### src/rtl/mips_multicycle_control.sv
// Multicycle MIPS control unit: Moore FSM sequencing fetch/decode/execute/memory/writeback
// over a shared ALU and unified memory, with memory wait/timeout, illegal-op trap and retire pulse.
module mips_multicycle_control #(
    parameter bit EN_ADDI     = 1'b1,
    parameter bit EN_JUMP     = 1'b1,
    parameter int MEM_TIMEOUT = 15
) (
    input  logic       clk,
    input  logic       reset,
    input  logic [5:0] opcode,
    input  logic       mem_ready,
    output logic       PCWrite,
    output logic       PCWriteCond,
    output logic       IorD,
    output logic       MemRead,
    output logic       MemWrite,
    output logic       IRWrite,
    output logic       MemtoReg,
    output logic       RegDst,
    output logic       RegWrite,
    output logic       ALUSrcA,
    output logic [1:0] ALUSrcB,
    output logic [1:0] ALUOp,
    output logic [1:0] PCSrc,
    output logic [3:0] state_o,
    output logic       illegal_op,
    output logic       mem_timeout,
    output logic       instr_retired
);

    typedef enum logic [3:0] {
        S_FETCH  = 4'd0,  S_DECODE = 4'd1,  S_MEMADR = 4'd2,  S_MEMRD  = 4'd3,
        S_MEMWB  = 4'd4,  S_MEMWR  = 4'd5,  S_EXEC   = 4'd6,  S_ALUWB  = 4'd7,
        S_BRANCH = 4'd8,  S_ADDIEX = 4'd9,  S_ADDIWB = 4'd10, S_JUMP   = 4'd11,
        S_TRAP   = 4'd12
    } state_t;

    localparam logic [5:0] OP_R    = 6'b000000;
    localparam logic [5:0] OP_J    = 6'b000010;
    localparam logic [5:0] OP_BEQ  = 6'b000100;
    localparam logic [5:0] OP_ADDI = 6'b001000;
    localparam logic [5:0] OP_LW   = 6'b100011;
    localparam logic [5:0] OP_SW   = 6'b101011;

    // Counter keeps at least one bit so MEM_TIMEOUT=0 (timeout disabled) still elaborates.
    localparam int            CW       = (MEM_TIMEOUT > 0) ? $clog2(MEM_TIMEOUT + 1) : 1;
    localparam logic [CW-1:0] CNT_MAX  = '1;
    localparam logic [CW-1:0] CNT_LAST = (MEM_TIMEOUT > 0) ? CW'(MEM_TIMEOUT - 1) : '0;

    state_t        state, state_n;
    logic [CW-1:0] wcnt;
    logic          tmo_q;
    logic          mem_st;
    logic          abort;

    assign mem_st = (state == S_FETCH) || (state == S_MEMRD) || (state == S_MEMWR);
    // Abort on the low cycle that brings the consecutive-wait count up to MEM_TIMEOUT.
    assign abort  = (MEM_TIMEOUT != 0) && mem_st && !mem_ready && (wcnt == CNT_LAST);

    always_ff @(posedge clk) begin
        if (reset) begin
            state <= S_FETCH;
            wcnt  <= '0;
            tmo_q <= 1'b0;
        end else begin
            state <= state_n;
            tmo_q <= abort;
            if (mem_st && !mem_ready && !abort)
                wcnt <= (wcnt == CNT_MAX) ? wcnt : wcnt + 1'b1;
            else
                wcnt <= '0;
        end
    end

    always_comb begin
        state_n       = state;
        PCWrite       = 1'b0;
        PCWriteCond   = 1'b0;
        IorD          = 1'b0;
        MemRead       = 1'b0;
        MemWrite      = 1'b0;
        IRWrite       = 1'b0;
        MemtoReg      = 1'b0;
        RegDst        = 1'b0;
        RegWrite      = 1'b0;
        ALUSrcA       = 1'b0;
        ALUSrcB       = 2'b00;
        ALUOp         = 2'b00;
        PCSrc         = 2'b00;
        illegal_op    = 1'b0;
        instr_retired = 1'b0;
        state_o       = state;
        mem_timeout   = tmo_q;
        case (state)
            S_FETCH: begin
                MemRead = 1'b1;
                ALUSrcB = 2'b01;
                if (mem_ready) begin
                    IRWrite = 1'b1;
                    PCWrite = 1'b1;
                    state_n = S_DECODE;
                end
            end
            S_DECODE: begin
                ALUSrcB = 2'b11;
                case (opcode)
                    OP_LW, OP_SW: state_n = S_MEMADR;
                    OP_R:         state_n = S_EXEC;
                    OP_BEQ:       state_n = S_BRANCH;
                    OP_ADDI:      state_n = EN_ADDI ? S_ADDIEX : S_TRAP;
                    OP_J:         state_n = EN_JUMP ? S_JUMP : S_TRAP;
                    default:      state_n = S_TRAP;
                endcase
            end
            S_MEMADR: begin
                ALUSrcA = 1'b1;
                ALUSrcB = 2'b10;
                state_n = (opcode == OP_LW) ? S_MEMRD : S_MEMWR;
            end
            S_MEMRD: begin
                MemRead = 1'b1;
                IorD    = 1'b1;
                if (mem_ready) state_n = S_MEMWB;
            end
            S_MEMWB: begin
                RegWrite      = 1'b1;
                MemtoReg      = 1'b1;
                instr_retired = 1'b1;
                state_n       = S_FETCH;
            end
            S_MEMWR: begin
                MemWrite = 1'b1;
                IorD     = 1'b1;
                if (mem_ready) begin
                    instr_retired = 1'b1;
                    state_n       = S_FETCH;
                end
            end
            S_EXEC: begin
                ALUSrcA = 1'b1;
                ALUOp   = 2'b10;
                state_n = S_ALUWB;
            end
            S_ALUWB: begin
                RegWrite      = 1'b1;
                RegDst        = 1'b1;
                instr_retired = 1'b1;
                state_n       = S_FETCH;
            end
            S_BRANCH: begin
                ALUSrcA       = 1'b1;
                ALUOp         = 2'b01;
                PCWriteCond   = 1'b1;
                PCSrc         = 2'b01;
                instr_retired = 1'b1;
                state_n       = S_FETCH;
            end
            S_ADDIEX: begin
                ALUSrcA = 1'b1;
                ALUSrcB = 2'b10;
                state_n = S_ADDIWB;
            end
            S_ADDIWB: begin
                RegWrite      = 1'b1;
                instr_retired = 1'b1;
                state_n       = S_FETCH;
            end
            S_JUMP: begin
                PCWrite       = 1'b1;
                PCSrc         = 2'b10;
                instr_retired = 1'b1;
                state_n       = S_FETCH;
            end
            S_TRAP: begin
                illegal_op = 1'b1;
                state_n    = S_FETCH;
            end
            default: state_n = S_FETCH;
        endcase
        if (abort) state_n = S_FETCH;
        // Outputs are forced quiet for the whole reset window, including before the first edge.
        if (reset) begin
            PCWrite       = 1'b0;
            PCWriteCond   = 1'b0;
            IorD          = 1'b0;
            MemRead       = 1'b0;
            MemWrite      = 1'b0;
            IRWrite       = 1'b0;
            MemtoReg      = 1'b0;
            RegDst        = 1'b0;
            RegWrite      = 1'b0;
            ALUSrcA       = 1'b0;
            ALUSrcB       = 2'b00;
            ALUOp         = 2'b00;
            PCSrc         = 2'b00;
            illegal_op    = 1'b0;
            instr_retired = 1'b0;
            state_o       = 4'd0;
            mem_timeout   = 1'b0;
        end
    end

endmodule

### config.mk
export PLATFORM = sky130hd
export DESIGN_NAME = mips_multicycle_control
export DESIGN_NICKNAME = d
export VERILOG_FILES = /design/src/rtl/mips_multicycle_control.sv
export SDC_FILE = /design/constraint.sdc
export NUM_CORES = 1
export LEC_CHECK = 0
export ABC_CLOCK_PERIOD_IN_PS = 1870
export BUFFER_PORTS_ARGS = -buffer_cell sky130_fd_sc_hd__buf_4
export CAP_MARGIN = 20
export CORE_MARGIN = 4
export CORE_UTILIZATION = 26
export CTS_BUF_LIST = sky130_fd_sc_hd__clkbuf_8
export DETAILED_ROUTE_END_ITERATION = 10
export SYNTH_ARGS = -nofsm -noshare
export SYNTH_HDL_FRONTEND = slang
export SYNTH_SLANG_ARGS = --single-unit
### constraint.sdc
create_clock -name clk -period 1.87 [get_ports clk]
set_input_delay 0.2805 -clock clk [delete_from_list [all_inputs] [get_ports clk]]
set_output_delay 0.2805 -clock clk [all_outputs]
set_load 0.01 [all_outputs]
### After elaboration in Yosys (flattened, before gate mapping)

Index checks and enable logic that the tools add are counted.

| word-level totals | value |
|---|---|
| register bits after elaboration | 9 |
| input port bits | 9 |
| output and inout bits | 23 |
| logic and storage cells | 85 |

| cells by class | value |
|---|---|
| $add $sub $neg | 1 |
| equal/unequal tests | 22 |
| muxes and demuxes | 39 |
| bitwise operators | 1 |
| reductions and logical operators | 19 |

Operators by type and width:

| operator | count |
|---|---|
| == test 4 bit (second input constant) | 7 |
| case mux 4 bit (7 select lines) | 1 |
| 2-to-1 mux 1 bit | 24 |
| case mux 4 bit (5 select lines) | 1 |
| == test 4 x 3 -> 1 bit (second input constant) | 4 |
| 2-to-1 mux 4 bit | 4 |
| == test 6 bit (second input constant) | 2 |
| OR reduction 2 bit | 6 |
| == test 4 x 2 -> 1 bit (second input constant) | 2 |
| case mux 2 bit (2 select lines) | 2 |
| == test 6 x 2 -> 1 bit (second input constant) | 1 |
| == test 6 x 3 -> 1 bit (second input constant) | 1 |
| == test 6 x 4 -> 1 bit (second input constant) | 1 |
| zero test 6 bit | 1 |
| 2-to-1 mux 2 bit | 3 |
| != test 2 bit (second input constant) | 3 |
| case mux 2 bit (3 select lines) | 1 |
| OR reduction 5 bit | 1 |
| adder 4 x 1 -> 4 bit (second input constant) | 1 |
| == test 4 x 1 -> 1 bit (second input constant) | 1 |
| zero test 4 bit | 1 |
| case mux 1 bit (2 select lines) | 2 |
| OR reduction 4 bit | 1 |
| logical AND 1 bit | 3 |
| other kinds (6) | 8 |

### Longest topological paths before layout

Gate-level depths: netlist of the first run.

| depth | value |
|---|---|
| depth in word-level cells | 9 |
| depth in mapped cells | 5 |
| depth with buffers taken out | 5 |

### Least setup slack after synthesis of the first run

OpenSTA, ideal clock, no wires.

| path | value |
|---|---|
| path kind | register to output |
| from | register state[0] |
| to | output ALUSrcB[1] |
| arrival time | 1.237 ns |
| data required time | 1.590 ns |
| path slack | 0.353 ns |
| stages on the path, launching flop included | 5 |
| buffers on the path | 1 |
| cell sequence | dfxtp_1 > buf_2 > nor2b_1 > nand2b_1 > a211oi_1 |

| on the way | value |
|---|---|
| word-level cells in the longest chain between the ends | 4 |
| elaborated cells on any way between the ends | 7 |

Ends and longest elaborated chain:

| what | line | text |
|---|---|---|
| start: declaration | 50 | `state_t state, state_n;` |
| start signal: assignment | 66 | `state <= state_n;` |
| == test 4 bit or == test 4 x 2 -> 1 bit (tied branches) | 94 | `case (state)` |
| OR reduction 2 bit (no source line) | -- |  |
| case mux 2 bit (3 select lines) * | 94 |  |
| 2-to-1 mux 2 bit * | 182 | `if (reset) begin` |
| end: declaration | 22 | `output logic [1:0] ALUSrcB,` |

Every way passes the cells marked *; elsewhere a longest branch is shown, timed or not.

### Worst setup path after layout of the first run

| path | value |
|---|---|
| from | register state[2] |
| to | output PCWrite |

| on the way | value |
|---|---|
| word-level cells in the longest chain between the ends | 3 |
| elaborated cells on any way between the ends | 4 |

Ends and longest elaborated chain:

| what | line | text |
|---|---|---|
| == test 4 bit or zero test 4 bit (tied branches) | 94 |  |
| case mux 1 bit (2 select lines) * | 94 |  |
| 2-to-1 mux 1 bit * | 182 |  |
| end: declaration | 12 | `output logic PCWrite,` |

Marked as above.

==> results of run 1 <==
==> worst paths after layout <==
path | from | endpoint | slack (ns)
worst max-delay path | state[2] | PCWrite | 0.16
worst min-delay path | mem_ready | tmo_q | 0.32
worst max register to register | state[2] | state[3] | 0.41
worst min register to register | wcnt[3] | wcnt[2] | 0.54
==> logic make-up (layout without fill, tap and decap cells) <==
group | count (synthesis) | after routing
XOR/XNOR | 4 | 4
AO/OA/AOI/OAI | 23 | 23
multiplexers | 2 | 2
buffers and inverters | 12 | 42
flip-flops | 9 | 9
AND/OR/NAND/NOR | 60 | 60
adder cells (fa/ha/maj) | 2 | 2
==> layout make-up <==
class	instances	share of cell area
well taps	44	0.04835
clock inverters	1	0.003297
inverters	5	0.01648
repair buffers	33	0.2176
multi-input cells	91	0.5154
clock buffers	3	0.03626
flip-flops and latches	9	0.1626
==> state kept, by name, indices dropped and copies added, names as in the netlist <==
register / flops
tmo_q: 1
state: 4
wcnt: 4
==> power breakdown <==
part	total (mW)	internal, mW	switching, mW
sequential	0.218	0.201	0.0173
clock	0.220	0.143	0.0767
combinational	0.153	0.0721	0.0812
total	0.591	0.416	0.175
==> placed cells by master (no fill, tap or decap), drive strengths merged, types with 2 or more instances in the layout <==
master	netlist	routed
buf	3	33
nor2	15	15
dfxtp	9	9
nor3	7	7
inv	5	6
nand2	6	6
nor2b	5	5
nand2b	5	5
a21oi	5	5
o21ai	4	4
nand3	4	4
or4	4	4
nor4	3	3
and3	3	3
a211oi	3	3
xnor2	3	3
clkbuf	4	3
mux2i	2	2
a21o	2	2
a31oi	2	2
ha	2	2
==> routing by layer <==
layer	GRT usage	wire length [um]
met4	0.03694	0
met2	0.1753	1069
met3	0.03691	213
met1	0.1487	1053
met5	0	0
==> timing repair <==
action,4_1_cts,5_1_grt
resized for setup,0,4
hold buffers,0,0
setup endpoints to repair,0,7
==> stage by stage <==
stage	util	instance area, sq um	power [mW]	hold WS [ns]
6_report	0.3730	1139	0.5914	0.3189
5_1_grt	0.3730	1139	0.6284	0.3279
4_1_cts	0.3713	1134	0.6020	0.3063
3_5_place_dp	0.3566	1089	0.3727	0.5428
3_3_place_gp	0.3566	1089	0.3700	0.5254
2_1_floorplan	-	824.5	0.3080	0.4758
==> impl_metrics.toml, run 1 <==
[critical_path]
cp_top_family = "simple AND/OR/NAND/NOR gates"
r2r_cells = 4
critPathBufInv = 2
cp_slowest_stage_delay_ns = 0.44
crit_type = "register to output pin"
path_max_fanout = 11
slowest_stage = "dfxtp_2"
end_kind = "output pin"
worstPathRequired_ns = 1.59
critPathArrivalTime_ns = 1.43
cp_num_cells = 5
cp_cell_sequence = "inv_1 > nand2_1 > nor2_1 > or2_2 > buf_4"
startpoint_type = "register"

[synthesis]
yosysMostFrequentCell = "nor2_1"
ys.flop_type = "dfxtp_1"
synthMuxAreaShare = 0.02428
async_flop_share = 0
synth_simple_gate_area_share = 0.4112
synth.area.top_cells = "dfxtp_1 22%, nor2_1 6.8%, nor3_1 4.2%"
synth.top_cell.area_share = 0.2185
netlist-cell-type-count = 41
ys_warn_count = 0
seq_area_frac_synth = 0.2185
syn_area_sq_um = 824.5
synthXorXnorAreaFrac = 0.04249
synthCells = 112
syn-num-nets = 123
synth-compound-area-share = 0.2033
synth-adder-area-share = 0.03035
yosysTopAreaCell = "dfxtp_1"
synthTopCellsByCount = "15 x nor2_1, 9 x dfxtp_1, 7 x nor3_1"
synth_edf_count = 0
ys_ff_latch = 9
syn_area_per_cell_sq_um = 7.362
synth_top_family_by_area = "simple AND/OR/NAND/NOR gates"

[drt]
drt_iter0_drc = 104
ant_nets = 0
drtPass1Iterations = 4
via_count = 905
drt-wirelength-per-cell_um = 12.56
vias_per_cell = 4.866
routed_wl_um = 2336
drc = 0

[placed_design]
dp_slack_ns = 0.2656
portBuffers = 31
gp_congestion = 0.8663
dpl.hpwl_um = 1806
dp.cells = 182

[worst_hold_path]
hp-class = "primary input to register"
holdPathStages = 2

[global_routing]
grt_pass1_vias = 867
grt_use_total = 0.1137
antenna_found_initial = 0
overflow = 0
grt_max_degree = 16
grt_pass1_wl_um = 3864

[flow_run]
max-cap-violations = 0

[sta]
drv_slew = 0
hold_viol_final = 0
fin_crit_sh = 0.9151
worst_pin_slew_ns = 0.4104
post-route-min-period_ns = 1.711
rsz0062_at_grt = "false"
fmax_mhz = 584.4
fin_tns_setup_ns = 0
fin_worst_skew_ns = 0.002105
max-slew-margin-rel = 0.7228
layout_setup_ws_ns = 0.1589
setup_viol = 0

[power_and_ir_drop]
cellPowerDensity_nw_per_um2 = 519.4
cellLeakagePower_nw = 0.4902
ir_drop_v = 0.0003287

[clock_tree]
cts.sinks = 9
cts.clk_slew.worst_paths_ns = 0.05
clock_latency_ns = 0.23
cts_tree = "yes"
cts_buffers = 3
post_cts_buffers = 0
clock_path_buffers = 2
cts_root_buffer = "clkbuf_8"
htree_levels = 1

[die]
core_area_sq_um = 3053
die_y_um = 64.32
die_w_um = 64.32
dieArea_sq_um = 4136
num_rows = 20
ioPinCount = 32
start_util = 0.2701

[final_layout]
seq_area_sq_um = 185.2
antennaDiodeCount = 0
final_layout_size_suffix_gt1_frac = 0.3239
areaGrowthSynthToFinish_pct = 38.09
n_fill_cell = 317
finalNonFillerCells = 186
multiInputGateArea_sq_um = 586.8
layout.nets = 154

[run_status]
outcome = "finished clean"
No activity file was read; power rests on OpenSTA's default activity.
==> run 2: changes to the inputs <==
--- a/config.mk
+++ b/config.mk
@@ -5,7 +5,7 @@
 export SDC_FILE = /design/constraint.sdc
 export NUM_CORES = 1
 export LEC_CHECK = 0
-export ABC_CLOCK_PERIOD_IN_PS = 1870
+export ABC_CLOCK_PERIOD_IN_PS = 1800
 export BUFFER_PORTS_ARGS = -buffer_cell sky130_fd_sc_hd__buf_4
 export CAP_MARGIN = 20
 export CORE_MARGIN = 4
==> constraint.sdc (replaced) <==
create_clock -name clk -period 1.8 [get_ports clk]
set_input_delay 0.27 -clock clk [delete_from_list [all_inputs] [get_ports clk]]
set_output_delay 0.27 -clock clk [all_outputs]
set_load 0.01 [all_outputs]
==> impl_metrics.toml, run 2 (synthesis gave the netlist of run 1 again) <==
[power_and_ir_drop]
pwr-share-clk = 0.379
swShare = 0.3032
pwr-share-seq = 0.362
intPower_uw = 434.8
cellLeakagePower_nw = 0.4957
pwr-share-comb = 0.259
cellPowerDensity_nw_per_um2 = 543.2
power.switching_uw = 189.2
ir_drop_v = 0.0003503

[die]
num_rows = 20
die_y_um = 64.32
ioPinCount = 32
dieArea_sq_um = 4136
core_area_sq_um = 3053
die_w_um = 64.32
start_util = 0.2701

[critical_path]
cp_top_family = "simple AND/OR/NAND/NOR gates"
slowest_stage = "dfxtp_2"
critPathArrivalTime_ns = 1.44
cp_cell_sequence = "inv_1 > nand2_1 > nor2_1 > or2_2 > buf_4"
path_max_fanout = 11
cp_slowest_stage_delay_ns = 0.44
critPathBufInv = 2
crit_type = "register to output pin"
r2r_cells = 4
r2r_slack_ns = 0.26
end_kind = "output pin"
r2r_start = "state[2]"
startpoint_type = "register"
r2r-end = "state[3]"
worstPathRequired_ns = 1.53

[global_routing]
grt_use_total = 0.1202
grt_pass1_vias = 882
grt_max_degree = 16
antenna_found_initial = 0
overflow = 0
grt_pass1_wl_um = 4043

[final_layout]
layout.nets = 155
layout_commonest_cell = "buf_4"
final_cell_mix = "34 x buf_4, 15 x nor2_1, 7 x nor3_1"
antennaDiodeCount = 0
n_fill_cell = 342
reg_top3 = "state: 4 flops, wcnt: 4 flops, tmo_q: 1 flops"
areaGrowthSynthToFinish_pct = 39.30
stdcell_area_sq_um = 1149
final_layout_size_suffix_gt1_frac = 0.3357

[worst_hold_path]
hp-start = "mem_ready"
hold-path-endpoint = "tmo_q"
holdPathStages = 2
hp-class = "primary input to register"

[clock_tree]
htree_levels = 1
cts_buffers = 3
clock_latency_ns = 0.24
post_cts_buffers = 0
cts.sinks = 9
clock_path_buffers = 2
cts_root_buffer = "clkbuf_8"
cts.clk_slew.worst_paths_ns = 0.05
cts_tree = "yes"

[placed_design]
dpl.hpwl_um = 1818
gp_congestion = 0.8593
postPlaceCellArea_sq_um = 1096
portBuffers = 31

[sta]
setup_viol = 0
fin_crit_sh = 0.9494
max-slew-margin-rel = 0.6816
fin_worst_skew_ns = 0.005626
rsz0062_at_grt = "false"
drv_slew = 0
fmax_mhz = 585.2
hold_viol_final = 0
worst_pin_slew_ns = 0.4715
post-route-min-period_ns = 1.709
fin_tns_setup_ns = 0

[drt]
drt-wirelength-per-cell_um = 12.50
routed_wl_um = 2338
drc = 0
drtPass1Iterations = 4
ant_nets = 0
via_count = 907
drt_iter0_drc = 53
vias_per_cell = 4.850

[run_status]
outcome = "finished clean"

[flow_run]
max-cap-violations = 0
run 2: cell types whose count changed in the layout (fill, tap and decap cells not counted), sizes merged:
cell  previous run  this run
buf             33        34
run 2: cell type report:
| class | instances | area [sq um] | share of cell area |
|---|---|---|---|
| sequential | 9 | 185.2 | 0.1612 |
| clock inverter | 1 | 3.754 | 0.003268 |
| tap | 44 | 55.05 | 0.04793 |
| clock buffer | 3 | 41.29 | 0.03595 |
| inverter | 5 | 18.77 | 0.01634 |
| multi-input combinational | 91 | 589.3 | 0.5131 |
| timing repair buffer | 34 | 255.2 | 0.2222 |
run 2: repair_timing:
| item | CTS | global route |
|---|---|---|
| hold buffers | 0 | 0 |
| resized for setup | 1 | 4 |
| setup endpoints to repair | 1 | 5 |
run 2: how the worst max path moves through the flow:
stage          slack (ns)      from         end  cells past startpoint
3_5_place_dp         0.18  state[2]    state[3]                      4
5_1_grt              0.01  state[2]     PCWrite                      5
3_3_place_gp         0.25  state[2]     PCWrite                      5
4_1_cts              0.02  state[1]    RegWrite                      5
2_1_floorplan        0.29  state[0]  ALUSrcB[1]                      4
6_report             0.09  state[2]     PCWrite                      5
run 2: layer usage:
metal / up-vias / track usage / wire length, um
li1: 472 / - / -
met1: 396 / 0.1453 / 1069
met2: 36 / 0.1856 / 1059
met3: 3 / 0.04921 / 192
met4: 0 / 0.05277 / 16
met5: - / 0 / 0
run 2: power by group through the flow:
stage | clock network (mW) | registers [mW] | logic [mW]
2_1_floorplan | 0 | 0.216 | 0.104
3_3_place_gp | 0 | 0.227 | 0.159
3_5_place_dp | 0 | 0.228 | 0.160
4_1_cts | 0.244 | 0.225 | 0.161
5_1_grt | 0.251 | 0.228 | 0.178
6_report | 0.236 | 0.226 | 0.162
run 2: worst register-to-register path, stage by stage (launching register included):
cell,delay [ns]
dfxtp_2,0.44
inv_1,0.16
mux2i_1,0.21
o41ai_1,0.50
nor4_1,0.10
run 2: metrics by stage:
stage                     hold slack [ns]  instances  setup WS (ns)  power (mW)    util
after detailed placement           0.5396        183         0.1811      0.3885  0.3590
after CTS                          0.2875        187        0.02209      0.6301  0.3742
final                              0.2964        187        0.09107      0.6240  0.3762
after floorplan                    0.4653        112         0.2930      0.3200       -
after global placement             0.5232        183         0.2480      0.3862  0.3590
after global routing               0.3107        187        0.01122      0.6582  0.3762
